[config.mk]
export PLATFORM = sky130hd
export DESIGN_NAME = seven_seg_scan_driver
export DESIGN_NICKNAME = d
export VERILOG_FILES = /design/src/rtl/seven_seg_scan_driver.sv
export SDC_FILE = /design/constraint.sdc
export NUM_CORES = 1
export LEC_CHECK = 0
export ABC_CLOCK_PERIOD_IN_PS = 9300
export CAP_MARGIN = 40
export CORE_MARGIN = 2
export CORE_UTILIZATION = 40
export CTS_BUF_LIST = sky130_fd_sc_hd__clkbuf_16
export DETAILED_ROUTE_END_ITERATION = 7
export MAX_ROUTING_LAYER = met4
export PLACE_DENSITY = 0.62
export SYNTH_ARGS = -nofsm -noshare
export SYNTH_HDL_FRONTEND = slang
export SYNTH_SLANG_ARGS = --single-unit
[constraint.sdc]
create_clock -name clk -period 9.3 [get_ports clk]
set_clock_uncertainty 0.1 [all_clocks]
set_input_delay 0.93 -clock clk [delete_from_list [all_inputs] [get_ports clk]]
set_output_delay 0.93 -clock clk [all_outputs]
set_load 0.01 [all_outputs]
[src/rtl/seven_seg_scan_driver.sv]
// Time-multiplexed 8-digit common-anode hex display driver with frame-synchronous value commit.
// Optional build macro SEVEN_SEG_LEADING_ZERO_BLANK_EN suppresses leading-zero digits.
module seven_seg_scan_driver #(
  parameter int PRESCALE     = 100000,
  parameter int BLANK_CYCLES = 16
) (
  input  logic        clk,
  input  logic        resetn,
  input  logic [31:0] value_in,
  input  logic        value_valid,
  output logic [6:0]  seg,
  output logic [7:0]  anode,
  output logic        frame_tick,
  output logic        update_pending
);

  localparam int DIGITS = 8;
  localparam int PW     = (PRESCALE > 1) ? $clog2(PRESCALE) : 1;

  typedef logic [PW-1:0] presc_t;

  localparam presc_t     PRESC_LAST = presc_t'(PRESCALE - 1);
  localparam presc_t     BLANK_END  = presc_t'(BLANK_CYCLES);
  localparam logic [2:0] IDX_LAST   = 3'(DIGITS - 1);

  function automatic logic [6:0] hex7(input logic [3:0] n);
    logic [6:0] s;
    case (n)
      4'h0:    s = 7'h40;
      4'h1:    s = 7'h79;
      4'h2:    s = 7'h24;
      4'h3:    s = 7'h30;
      4'h4:    s = 7'h19;
      4'h5:    s = 7'h12;
      4'h6:    s = 7'h02;
      4'h7:    s = 7'h78;
      4'h8:    s = 7'h00;
      4'h9:    s = 7'h10;
      4'hA:    s = 7'h08;
      4'hB:    s = 7'h03;
      4'hC:    s = 7'h46;
      4'hD:    s = 7'h21;
      4'hE:    s = 7'h06;
      4'hF:    s = 7'h0E;
      default: s = 7'h7F;
    endcase
    return s;
  endfunction

`ifdef SEVEN_SEG_LEADING_ZERO_BLANK_EN
  // Bit i set when digit i is at or below the most significant nonzero nibble; digit 0 always shown.
  function automatic logic [7:0] lead_mask(input logic [31:0] v);
    logic [7:0] m;
    logic       seen;
    m    = 8'h01;
    seen = 1'b0;
    for (int i = 7; i >= 1; i--) begin
      if (v[4*i +: 4] != 4'h0) begin
        seen = 1'b1;
      end else begin
        seen = seen;
      end
      m[i] = seen;
    end
    return m;
  endfunction
`endif

  presc_t      presc_q, presc_d;
  logic [2:0]  idx_q, idx_d;
  logic [31:0] shadow_q, shadow_d;
  logic [31:0] disp_q, disp_d;
  logic        pend_q, pend_d;
  logic [7:0]  mask_q, mask_d;
  logic [6:0]  seg_q, seg_d;
  logic [7:0]  anode_q, anode_d;
  logic        ftick_q, ftick_d;

  logic        presc_wrap_s;
  logic        frame_end_s;
  logic        commit_s;
  logic        lit_s;
  logic [3:0]  nibble_s;

  // Scan counters, capture/commit path and next-cycle output decode.
  always_comb begin
    presc_wrap_s = (presc_q == PRESC_LAST);
    frame_end_s  = presc_wrap_s && (idx_q == IDX_LAST);
    commit_s     = frame_end_s && (value_valid || pend_q);

    presc_d = presc_wrap_s ? {PW{1'b0}} : presc_q + presc_t'(1);
    idx_d   = presc_wrap_s ? idx_q + 3'd1 : idx_q;

    shadow_d = shadow_q;
    disp_d   = disp_q;
    pend_d   = pend_q;
    if (value_valid) begin
      shadow_d = value_in;
      if (frame_end_s) begin
        disp_d = value_in;
        pend_d = 1'b0;
      end else begin
        pend_d = 1'b1;
      end
    end else if (frame_end_s && pend_q) begin
      disp_d = shadow_q;
      pend_d = 1'b0;
    end else begin
      pend_d = pend_q;
    end

`ifdef SEVEN_SEG_LEADING_ZERO_BLANK_EN
    if (commit_s) begin
      mask_d = lead_mask(disp_d);
    end else begin
      mask_d = mask_q;
    end
`else
    mask_d = 8'hFF;
`endif

    // Outputs are registered, so decode from the state the registers are about to hold.
    nibble_s = disp_d[{idx_d, 2'b00} +: 4];
    lit_s    = (presc_d >= BLANK_END) && mask_d[idx_d];
    if (lit_s) begin
      anode_d = ~(8'h01 << idx_d);
      seg_d   = hex7(nibble_s);
    end else begin
      anode_d = 8'hFF;
      seg_d   = 7'h7F;
    end
    ftick_d = frame_end_s;
  end

  // State and output registers; reset blanks the display asynchronously.
  always_ff @(posedge clk or negedge resetn) begin
    if (!resetn) begin
      presc_q  <= {PW{1'b0}};
      idx_q    <= 3'd0;
      shadow_q <= 32'h0000_0000;
      disp_q   <= 32'h0000_0000;
      pend_q   <= 1'b0;
      mask_q   <= 8'h01;
      seg_q    <= 7'h7F;
      anode_q  <= 8'hFF;
      ftick_q  <= 1'b0;
    end else begin
      presc_q  <= presc_d;
      idx_q    <= idx_d;
      shadow_q <= shadow_d;
      disp_q   <= disp_d;
      pend_q   <= pend_d;
      mask_q   <= mask_d;
      seg_q    <= seg_d;
      anode_q  <= anode_d;
      ftick_q  <= ftick_d;
    end
  end

  assign seg            = seg_q;
  assign anode          = anode_q;
  assign frame_tick     = ftick_q;
  assign update_pending = pend_q;

endmodule
Yosys cells after proc, flatten, opt, wreduce, memory -nomap -nowiden
Memory sizes are Yosys's and may differ from the RTL's.
Cells that the tools add are included.
{ "totals": {"ff_bits": 101, "latch_bits": 0, "ram_bits": 0, "rom_bits": 120, "input_bits": 35, "output_inout_bits": 17, "wordCells": 34, "n_memories": 2} }
{ "mem_list": {"columns": ["memory", "words", "word_bits", "rd", "rd_ports_with_merged_regs", "write_ports", "line", "source"], "rows": [
  ["(name not given)", 16, 7, 1, 0, 0, "28", "case (n)"],
  ["(name not given)", 8, 1, 1, 0, 0, "124", "lit_s = (presc_d >= BLANK_END) && mask_d[idx_d];"]
]} }
{ "classes": {"add_sub_neg": 2, "n_mul": 0, "div_mod_pow": 0, "order_cmp": 2, "eq_ne": 2, "n_shift": 2, "muxes": 11, "bitwise_logic": 1, "reduce_logical": 4} }
{ "op_table": {"columns": ["cell", "count"], "rows": [
  ["32-bit 2-to-1 mux", 3],
  ["32-bit by 6-bit indexed part select with 4-bit output", 1],
  ["17-bit by 1-bit adder with 17-bit output (second input constant)", 1],
  ["17-bit == test (second input constant)", 1],
  ["17-bit by 5-bit >= comparator with 1-bit output (second input constant)", 1],
  ["17-bit 2-to-1 mux", 1],
  ["8-bit 2-to-1 mux", 1],
  ["8-bit inverter", 1],
  ["1-bit by 3-bit << shifter with 8-bit output (first input constant)", 1],
  ["7-bit 2-to-1 mux", 1],
  ["3-bit by 4-bit < comparator with 1-bit output (second input constant)", 1],
  ["1-bit 2-to-1 mux", 4],
  ["3-bit by 1-bit adder with 3-bit output (second input constant)", 1],
  ["3-bit == test (second input constant)", 1],
  ["1-bit logical AND", 3],
  ["3-bit 2-to-1 mux", 1],
  ["2-bit nonzero test", 1]
]} }

Logic depth before layout (Yosys ltp)
Gate-level depths: netlist of run 1.
An unclocked memory read counts as a cell.
{ "logic_depth": {"ltp_word": 8, "ltp_mapped": 16, "ltp_nobuf": 14} }

Worst setup path before layout of run 1
OpenSTA, ideal clock, no wires.
{ "synth_path": {"path_kind": "reg-to-reg", "startpoint": "reg idx_q[1]", "endpoint": "reg seg_q[6], in the netlist seg[6]", "t_arrival_ps": 3448, "required_time_ps": 9117, "slack_ps": 5669, "stages_incl_launch_ff": 16, "cell_sequence": "dfrtp_1 -> ha_1 -> ha_1 -> clkbuf_1 -> and2_1 -> and2_1 -> buf_2 -> buf_2 -> a22oi_1 -> nand2_1 -> a22o_1 -> o41ai_2 -> inv_1 -> ha_1 -> mux2_2 -> a221o_1"} }
{ "synth_via": {"elab_chain_len": 8, "word_cells_on_any_way": 14, "classes_between": "add/sub: 1; eq/ne: 1; shift: 1; mux: 6; reduce/logical: 3; memory: 2"} }
{ "synth_lines": {"columns": ["item", "line", "source"], "rows": [
  ["from (decl)", "70", "logic [2:0] idx_q, idx_d;"],
  ["from (signal assigned)", "149", "idx_q <= idx_d;"],
  ["3-bit == test (*)", "88", "frame_end_s = presc_wrap_s && (idx_q == IDX_LAST);"],
  ["1-bit logical AND (*)", "88", null],
  ["1-bit logical AND", "105", "end else if (frame_end_s && pend_q) begin"],
  ["32-bit 2-to-1 mux", "105", null],
  ["32-bit 2-to-1 mux (*)", "97", "if (value_valid) begin"],
  ["named net disp_d[17]", "72", "logic [31:0] disp_q, disp_d;"],
  ["32-bit by 6-bit indexed part select with 4-bit output (*)", "123", "nibble_s = disp_d[{idx_d, 2'b00} +: 4];"],
  ["memory read 16 x 7 bit (*)", null, null],
  ["7-bit 2-to-1 mux (*)", "125", "if (lit_s) begin"],
  ["named net seg_d[6]", "75", "logic [6:0] seg_q, seg_d;"],
  ["to (signal assigned)", "154", "seg_q <= seg_d;"],
  ["to (decl)", "75", null]
]} }
Mark *: on every way through the listed nets, which the timed path passes. The rest lies on a longest branch. The select of a mux whose other input is x is not followed.
A chain may end at the register's enable or synchronous reset.

Worst setup path in the final report of run 1
{ "layout_path": {"startpoint": "reg presc_q[0]", "endpoint": "reg seg_q[6], in the netlist seg[6]"} }
{ "layout_via": {"elab_chain_len": 8, "word_cells_on_any_way": 16, "classes_between": "add/sub: 1; order compare: 1; eq/ne: 1; shift: 1; mux: 7; reduce/logical: 3; memory: 2"} }
{ "layout_lines": {"columns": ["item", "line", "source"], "rows": [
  ["from (decl)", "69", "presc_t presc_q, presc_d;"],
  ["from (signal assigned)", "138", "presc_q <= {PW{1'b0}};"],
  ["from (signal assigned)", "148", "presc_q <= presc_d;"],
  ["17-bit == test (*)", "87", "presc_wrap_s = (presc_q == PRESC_LAST);"],
  ["1-bit logical AND (*)", "88", null],
  ["1-bit logical AND", "105", null],
  ["32-bit 2-to-1 mux", "105", null],
  ["32-bit 2-to-1 mux (*)", "97", null],
  ["named net disp_d[17]", "72", null],
  ["32-bit by 6-bit indexed part select with 4-bit output (*)", "123", null],
  ["memory read 16 x 7 bit (*)", null, null],
  ["7-bit 2-to-1 mux (*)", "125", null],
  ["named net seg_d[6]", "75", null]
]} }
Marked as above.

==> results of run 1 <==
[report_power, final]
part	total, mW	switching (mW)	internal [mW]
registers	0.462	0.00741	0.454
clock network	0.398	0.164	0.234
logic	0.0525	0.0251	0.0274
[path summary, 6_finish.rpt]
check	slack (ns)	cells after the start	end
min in group asynchronous	0.45	1	presc_q[6]
worst min register to register	0.40	1	presc_q[0]
max in group asynchronous	7.47	2	disp_q[0]
worst max register to register	4.71	14	seg[6]
worst max-delay path	4.71	14	seg[6]
worst min-delay path	0.40	1	presc_q[0]
[sequential cells by signal, summed over array words and instances, names as in the netlist]
register        flops
disp_q             32
shadow_q           32
presc_q            17
anode               8
seg                 7
idx_q               3
frame_tick          1
update_pending      1
[layer usage]
layer | part of all wire (%) | routed length, µm
met5 | 0 | 0
met4 | 1.6 | 187
met3 | 4.1 | 485
met2 | 48 | 5630
met1 | 46 | 5450
[stage by stage]
step           setup slack, ns  total power [mW]  cells  hold WS, ns
6_report                  4.71             0.912    694        0.398
5_1_grt                   4.32             0.952    694        0.417
4_1_cts                   4.68             0.927    694        0.400
3_5_place_dp              4.71             0.523    678        0.390
3_3_place_gp              4.75             0.522    677        0.379
2_1_floorplan             5.67             0.491    480        0.355
[critical path, cell delays in order (launching register included)]
cell and delay (ns):
dfrtp_1 0.41, ha_1 0.25, and4_1 0.20, and4_1 0.19
buf_4 0.23, nand2_2 0.44, inv_1 0.38, a32oi_1 0.31
nand2_1 0.11, a22o_1 0.25, o41ai_2 0.61, inv_1 0.18
ha_1 0.29, mux2_2 0.27, a221o_1 0.30
[kinds of logic after synthesis]
| kind of cell | share of synthesized area, % |
|---|---|
| and+or+nand+nor | 16.1 |
| AOI/OAI and AO/OA | 16.7 |
| DFF | 49.3 |
| buffers and inverters | 4.17 |
| muxes | 8.00 |
| xor gates and xnor gates | 3.54 |
| adders and majority gates | 2.18 |
[cell usage after synthesis (5+ instances only)]
| master | number | area, µm² |
|---|---|---|
| nor2_1 | 31 | 116 |
| and3_1 | 6 | 37.5 |
| nand2_1 | 60 | 225 |
| dfstp_2 | 15 | 394 |
| o31ai_1 | 24 | 180 |
| o21ai_0 | 8 | 40.0 |
| nand4_1 | 7 | 43.8 |
| a22oi_1 | 9 | 67.6 |
| dfrtp_1 | 86 | 2150 |
| buf_1 | 6 | 22.5 |
| xor2_1 | 9 | 78.8 |
| inv_1 | 14 | 52.6 |
| and2_1 | 6 | 37.5 |
| mux2i_1 | 5 | 50.1 |
| clkbuf_1 | 13 | 48.8 |
| nand3_1 | 15 | 75.1 |
| a221o_1 | 26 | 260 |
| buf_2 | 7 | 35.0 |
| mux2_2 | 31 | 349 |
| xnor2_1 | 10 | 87.6 |
| ha_1 | 9 | 113 |
| a21oi_1 | 8 | 40.0 |
[cell type report]
cell class	instances	area (µm²)	area share (%)
Clock buffer	9	225	3.70
Inverter	14	52.6	0.863
Timing Repair Buffer	58	563	9.24
Sequential cell	101	2550	41.8
Clock inverter	7	88.8	1.46
Multi-Input combinational cell	333	2400	39.4
Tap cell	172	215	3.53
==> summary.txt, run 1 <==
GRT
  – Met2 usage in global routing: 27.6%
  – Largest net degree at the start of global routing: 61
  – GRT met1 Usage: 25.1%
  – Gr usage total: 18.4%
  – First-pass GRT wire length: 19.8 mm
  – Global route hottest layer: met2
  – Antenna violations before repair: 0
  – GR Layer Usage met3: 3.83%
  – Vias in the first global route: 3726
  – Overflow after GRT: 0

Cells and area
  – Fillers: 1197
  – ANT cells: 0
  – Nets: 561
  – P&R area growth vs syn: 18.0%
  – Commonest non-fill, non-tap cell in the layout: dfrtp_1
  – Design area: 0.00609 mm²
  – Layout Utilization: 48.3%
  – Fraction of layout cells with a size suffix above 1: 16.1%
  – Most frequent cells in the layout: dfrtp_1, nand2_1, clkdlybuf4s50_1, nor2_1, mux2_2

Synthesis
  – Post-synthesis register bit count: 101
  – Post-synth EDFFs: 0
  – Syn Nets: 524
  – Sequential cell area fraction in the yosys report: 49.3%
  – Mapped Area: 0.00516 mm²
  – Ys async rst share: 100%
  – Syn. warnings: 0
  – Synth Area per Inst: 10.8 µm²
  – Mapped Cells: 480
  – Synth Flop Type: dfrtp_1
  – Cell variety after synth: 69

Setup path
  – CP Capture Type: flop
  – Critical Path AT: 4.76 ns
  – Worst EP required: 9.47 ns
  – Crit path max fanout: 27
  – Worst setup path startpoint: presc_q[0]
  – RR Startpoint: presc_q[0]
  – Crit start category: flop
  – Crit path kind: reg -> reg

Placement
  – Post-DP HPWL: 8.04 mm
  – Post-DP Area: 0.00578 mm²
  – Routability Congestion: 0.808
  – PortBufs: 51

STA
  – Tcrit/Tclk final: 49.4%
  – Final Max Slew Viols: 0
  – Final min period: 4.59 ns
  – Final count of hold timing violations: 0
  – Slew headroom: 46.0%
  – Number of setup violations in the final report: 0
  – RSZ-0062 raised after global routing: false
  – Max Fclk: 0.218 GHz
  – Worst Max-Slew Pin Slew: 0.807 ns
  – Fin Setup TNS: 0 ns

CTS
  – Post-CTS sizing: 0
  – Number of H-tree levels: 3
  – CTS tree: built
  – Clk Latency, worst-skew pair: 0.35 ns
  – Inserted Clock Buffers: 9
  – # hold bufs at CTS: 0
  – Clock transition at the registers of the reported paths: 0.06 ns
  – Postcts setup bufs: 0
  – Clock sinks: 101
  – Root buffer cell: clkbuf_16
  – Deepest clock path buffer count: 2

Routing
  – Drt first-iter violations: 199
  – Antenna viol nets, final: 0
  – Routed WL: 11.8 mm
  – Vias post-DR: 3782
  – Via/cell ratio: 5.45
  – Router iterations before antenna repair: 4
  – WL/cell: 16.9 µm
  – DRC: 0

Power and ir drop
  – Cell area power density: 150 mW/mm²
  – LEAKAGE: 2.57 nW
  – Worst IR Drop VDD: 75.4 µV

Outcome
  – Status: finished clean

Floorplanning
  – Initial core utilization: 40.9%
  – I/O pin count: 52
  – Die area: 0.0138 mm²
  – CORE AREA: 0.0126 mm²
  – Die extent in x: 118 µm
  – Num rows: 41
  – Die height: 118 µm

Job
  – Max-Cap Viols: 0

Worst hold path
  – Hold_sp: presc_q[0]
  – Hold Path Class: reg -> reg
Note: power is estimated with default switching activity, not from simulation.
==> run 2, diff against run 1 <==
ABC_CLOCK_PERIOD_IN_PS = 4700   (was 9300)
clock period = 4.7 ns   (was 9.3 ns; I/O delays follow)
==> summary.txt, run 2 (synthesized netlist as in run 1, its figures left out) <==
Floorplanning
  – Die height: 118 µm (unchanged)
  – Die extent in x: 118 µm (unchanged)
  – Die area: 0.0138 mm² (unchanged)
  – CORE AREA: 0.0126 mm² (unchanged)
  – I/O pin count: 52 (unchanged)
  – Initial core utilization: 40.9% (unchanged)
  – Num rows: 41 (unchanged)

Cells and area
  – Fraction of layout cells with a size suffix above 1: 17.3% (+1.2 points)
  – Fillers: 1183 (-1.2%)
  – Commonest non-fill, non-tap cell in the layout: dfrtp_1
  – ANT cells: 0 (unchanged)
  – Most frequent cells in the layout: dfrtp_1, nand2_1, clkdlybuf4s50_1, nor2_1, mux2_2
  – Nets: 570 (+1.6%)
  – P&R area growth vs syn: 20.1%
  – Layout Utilization: 49.1% (+0.85 points)
  – Leading registers by flop count: disp_q (32), shadow_q (32), presc_q (17)

CTS
  – Post-CTS sizing: 0 (unchanged)
  – Clk Latency, worst-skew pair: 0.35 ns (about the same)
  – Number of H-tree levels: 3 (unchanged)
  – Root buffer cell: clkbuf_16
  – CTS tree: built
  – Clock transition at the registers of the reported paths: 0.07 ns (about the same)
  – Clock sinks: 101 (unchanged)
  – Inserted Clock Buffers: 9 (unchanged)
  – Deepest clock path buffer count: 2 (unchanged)

Power and ir drop
  – Cell area power density: 302 mW/mm² (+100%)
  – Worst IR Drop VDD: 156 µV (+110%)
  – LEAKAGE: 2.64 nW (+2.7%)

Routing
  – Routed WL: 12.3 mm (+4.3%)
  – Antenna viol nets, final: 0 (unchanged)
  – Vias post-DR: 3864 (+2.2%)
  – DRC: 0 (unchanged)
  – Via/cell ratio: 5.50 (+0.86%)
  – WL/cell: 17.4 µm (+3.0%)
  – Drt first-iter violations: 225 (+13%)
  – Router iterations before antenna repair: 5 (+1)

Setup path
  – Crit start category: flop
  – CP Cell Sequence: ha_1 -> ha_1 -> and2_1 -> and2_1 -> a221o_1 -> nor2_1 -> o311ai_0 -> o21ai_1 -> ha_1 -> o21ai_0 -> o21ai_0 -> a22oi_1
  – Slowest cell on crit path: dfrtp_1
  – Worst path max stage delay: 0.56 ns (-0.05 ns)
  – RR Startpoint: idx_q[0]
  – Crit path kind: reg -> reg
  – Critical Path AT: 4.41 ns (-0.35 ns)
  – Crit path max fanout: 15 (-44%)
  – Worst EP required: 4.87 ns (-4.60 ns)
  – Top cell by count, worst path: ha_1
  – End of the worst register-to-register path: seg[3]
  – R2r setup slk: 0.46 ns (-4.25 ns)
  – Reg2Reg Depth: 12 (-2)
  – CP Capture Type: flop

Worst hold path
  – Hold endpoint: presc_q[0]
  – Hold Path Class: reg -> reg
  – Worst Hold Depth: 1 (unchanged)
  – Hold_sp: presc_q[0]

GRT
  – Vias in the first global route: 3861 (+3.6%)
  – Antenna violations before repair: 0 (unchanged)
  – Largest net degree at the start of global routing: 56 (-8.2%)
  – First-pass GRT wire length: 20.0 mm (+0.87%)
  – Overflow after GRT: 0 (unchanged)
  – Gr usage total: 18.6% (+0.21 points)

STA
  – RSZ-0062 raised after global routing: false
  – Final Max Slew Viols: 0 (unchanged)
  – Final min period: 4.24 ns (-0.348 ns)
  – Max Fclk: 0.236 GHz (+8.2%)
  – Worst hold slack: 0.398 ns (-0.000561 ns)
  – Tcrit/Tclk final: 90.3% (+41 points)
  – Slew headroom: 49.4% (+3.5 points)
  – Number of setup violations in the final report: 0 (unchanged)
  – Fin Setup TNS: 0 ns (unchanged)
  – Final count of hold timing violations: 0 (unchanged)
  – Worst Max-Slew Pin Slew: 0.757 ns (-0.0507 ns)

Job
  – Max-Cap Viols: 0 (unchanged)

Placement
  – Post-DP HPWL: 8.64 mm (+7.5%)
  – Routability Congestion: 0.862 (+6.6%)
  – PortBufs: 51 (unchanged)

Outcome
  – Status: finished clean
## run 2: cell types whose count changed in the layout (fill, tap and decap cells not counted)
cell,before,now
bufinv_16,2,3
inv_6,1,0
dlygate4sd3_1,0,1
inv_1,14,15
clkinvlp_4,1,0
clkinv_1,2,1
inv_8,0,1
buf_4,7,15
buf_16,0,1
buf_8,1,0
## run 2: layer usage
| metal | vias up | track usage [%] | routed length [µm] |
|---|---|---|---|
| met4 | 0 | 5.72 | 199 |
| met2 | 98 | 29.5 | 5890 |
| met1 | 1894 | 23.7 | 5570 |
| li1 | 1851 | - | - |
| met3 | 21 | 4.75 | 601 |
| met5 | - | - | 0 |
## run 2: area by class of cell
type                            count  area, µm²  area share [%]
Clock buffer                        9        225            3.63
Clock inverter                      7        114            1.84
Inverter                           14       52.6           0.848
Multi-Input combinational cell    333       2400            38.7
Sequential cell                   101       2550            41.1
Tap cell                          172        215            3.47
Timing Repair Buffer               67        646            10.4
## run 2: how the worst max path moves through the flow
stage | endpoint | startpoint | slack, ns | depth (start not counted)
CTS | seg[6] | idx_q[0] | 0.51 | 13
finish | seg[3] | idx_q[0] | 0.46 | 12
floorplan | seg[6] | idx_q[1] | 1.07 | 15
detailed placement | seg[6] | idx_q[0] | 0.54 | 13
global route | seg[3] | idx_q[0] | 0.19 | 12
global placement | seg[6] | idx_q[0] | 0.67 | 13
## run 2: power breakdown
part,switching (mW),internal (mW)
sequential,0.0149,0.899
clock,0.330,0.519
combinational,0.0513,0.0582
total,0.396,1.48
## run 2: repair_timing
action,4_1_cts,5_1_grt
buffers inserted,0,0
endpoints found under the hold margin,20,0
endpoints found under the setup margin,0,0
hold buffers,1,0
## run 2: through the flow
step	cells	power, mW	setup WS, ns	area (µm²)
after floorplan	480	0.971	1.07	5160
after global placement	685	1.04	0.675	5820
after detailed placement	686	1.04	0.536	5850
after CTS	703	1.90	0.509	6200
after global routing	703	1.95	0.194	6200
final	703	1.87	0.458	6200
## run 2: critical path, delay by kind of cell (launching register included)
kind            cells  cell delay (ns)
fa+ha+maj           3             0.98
flops               1             0.56
compound gates      6             1.66
simple gates        3             0.84
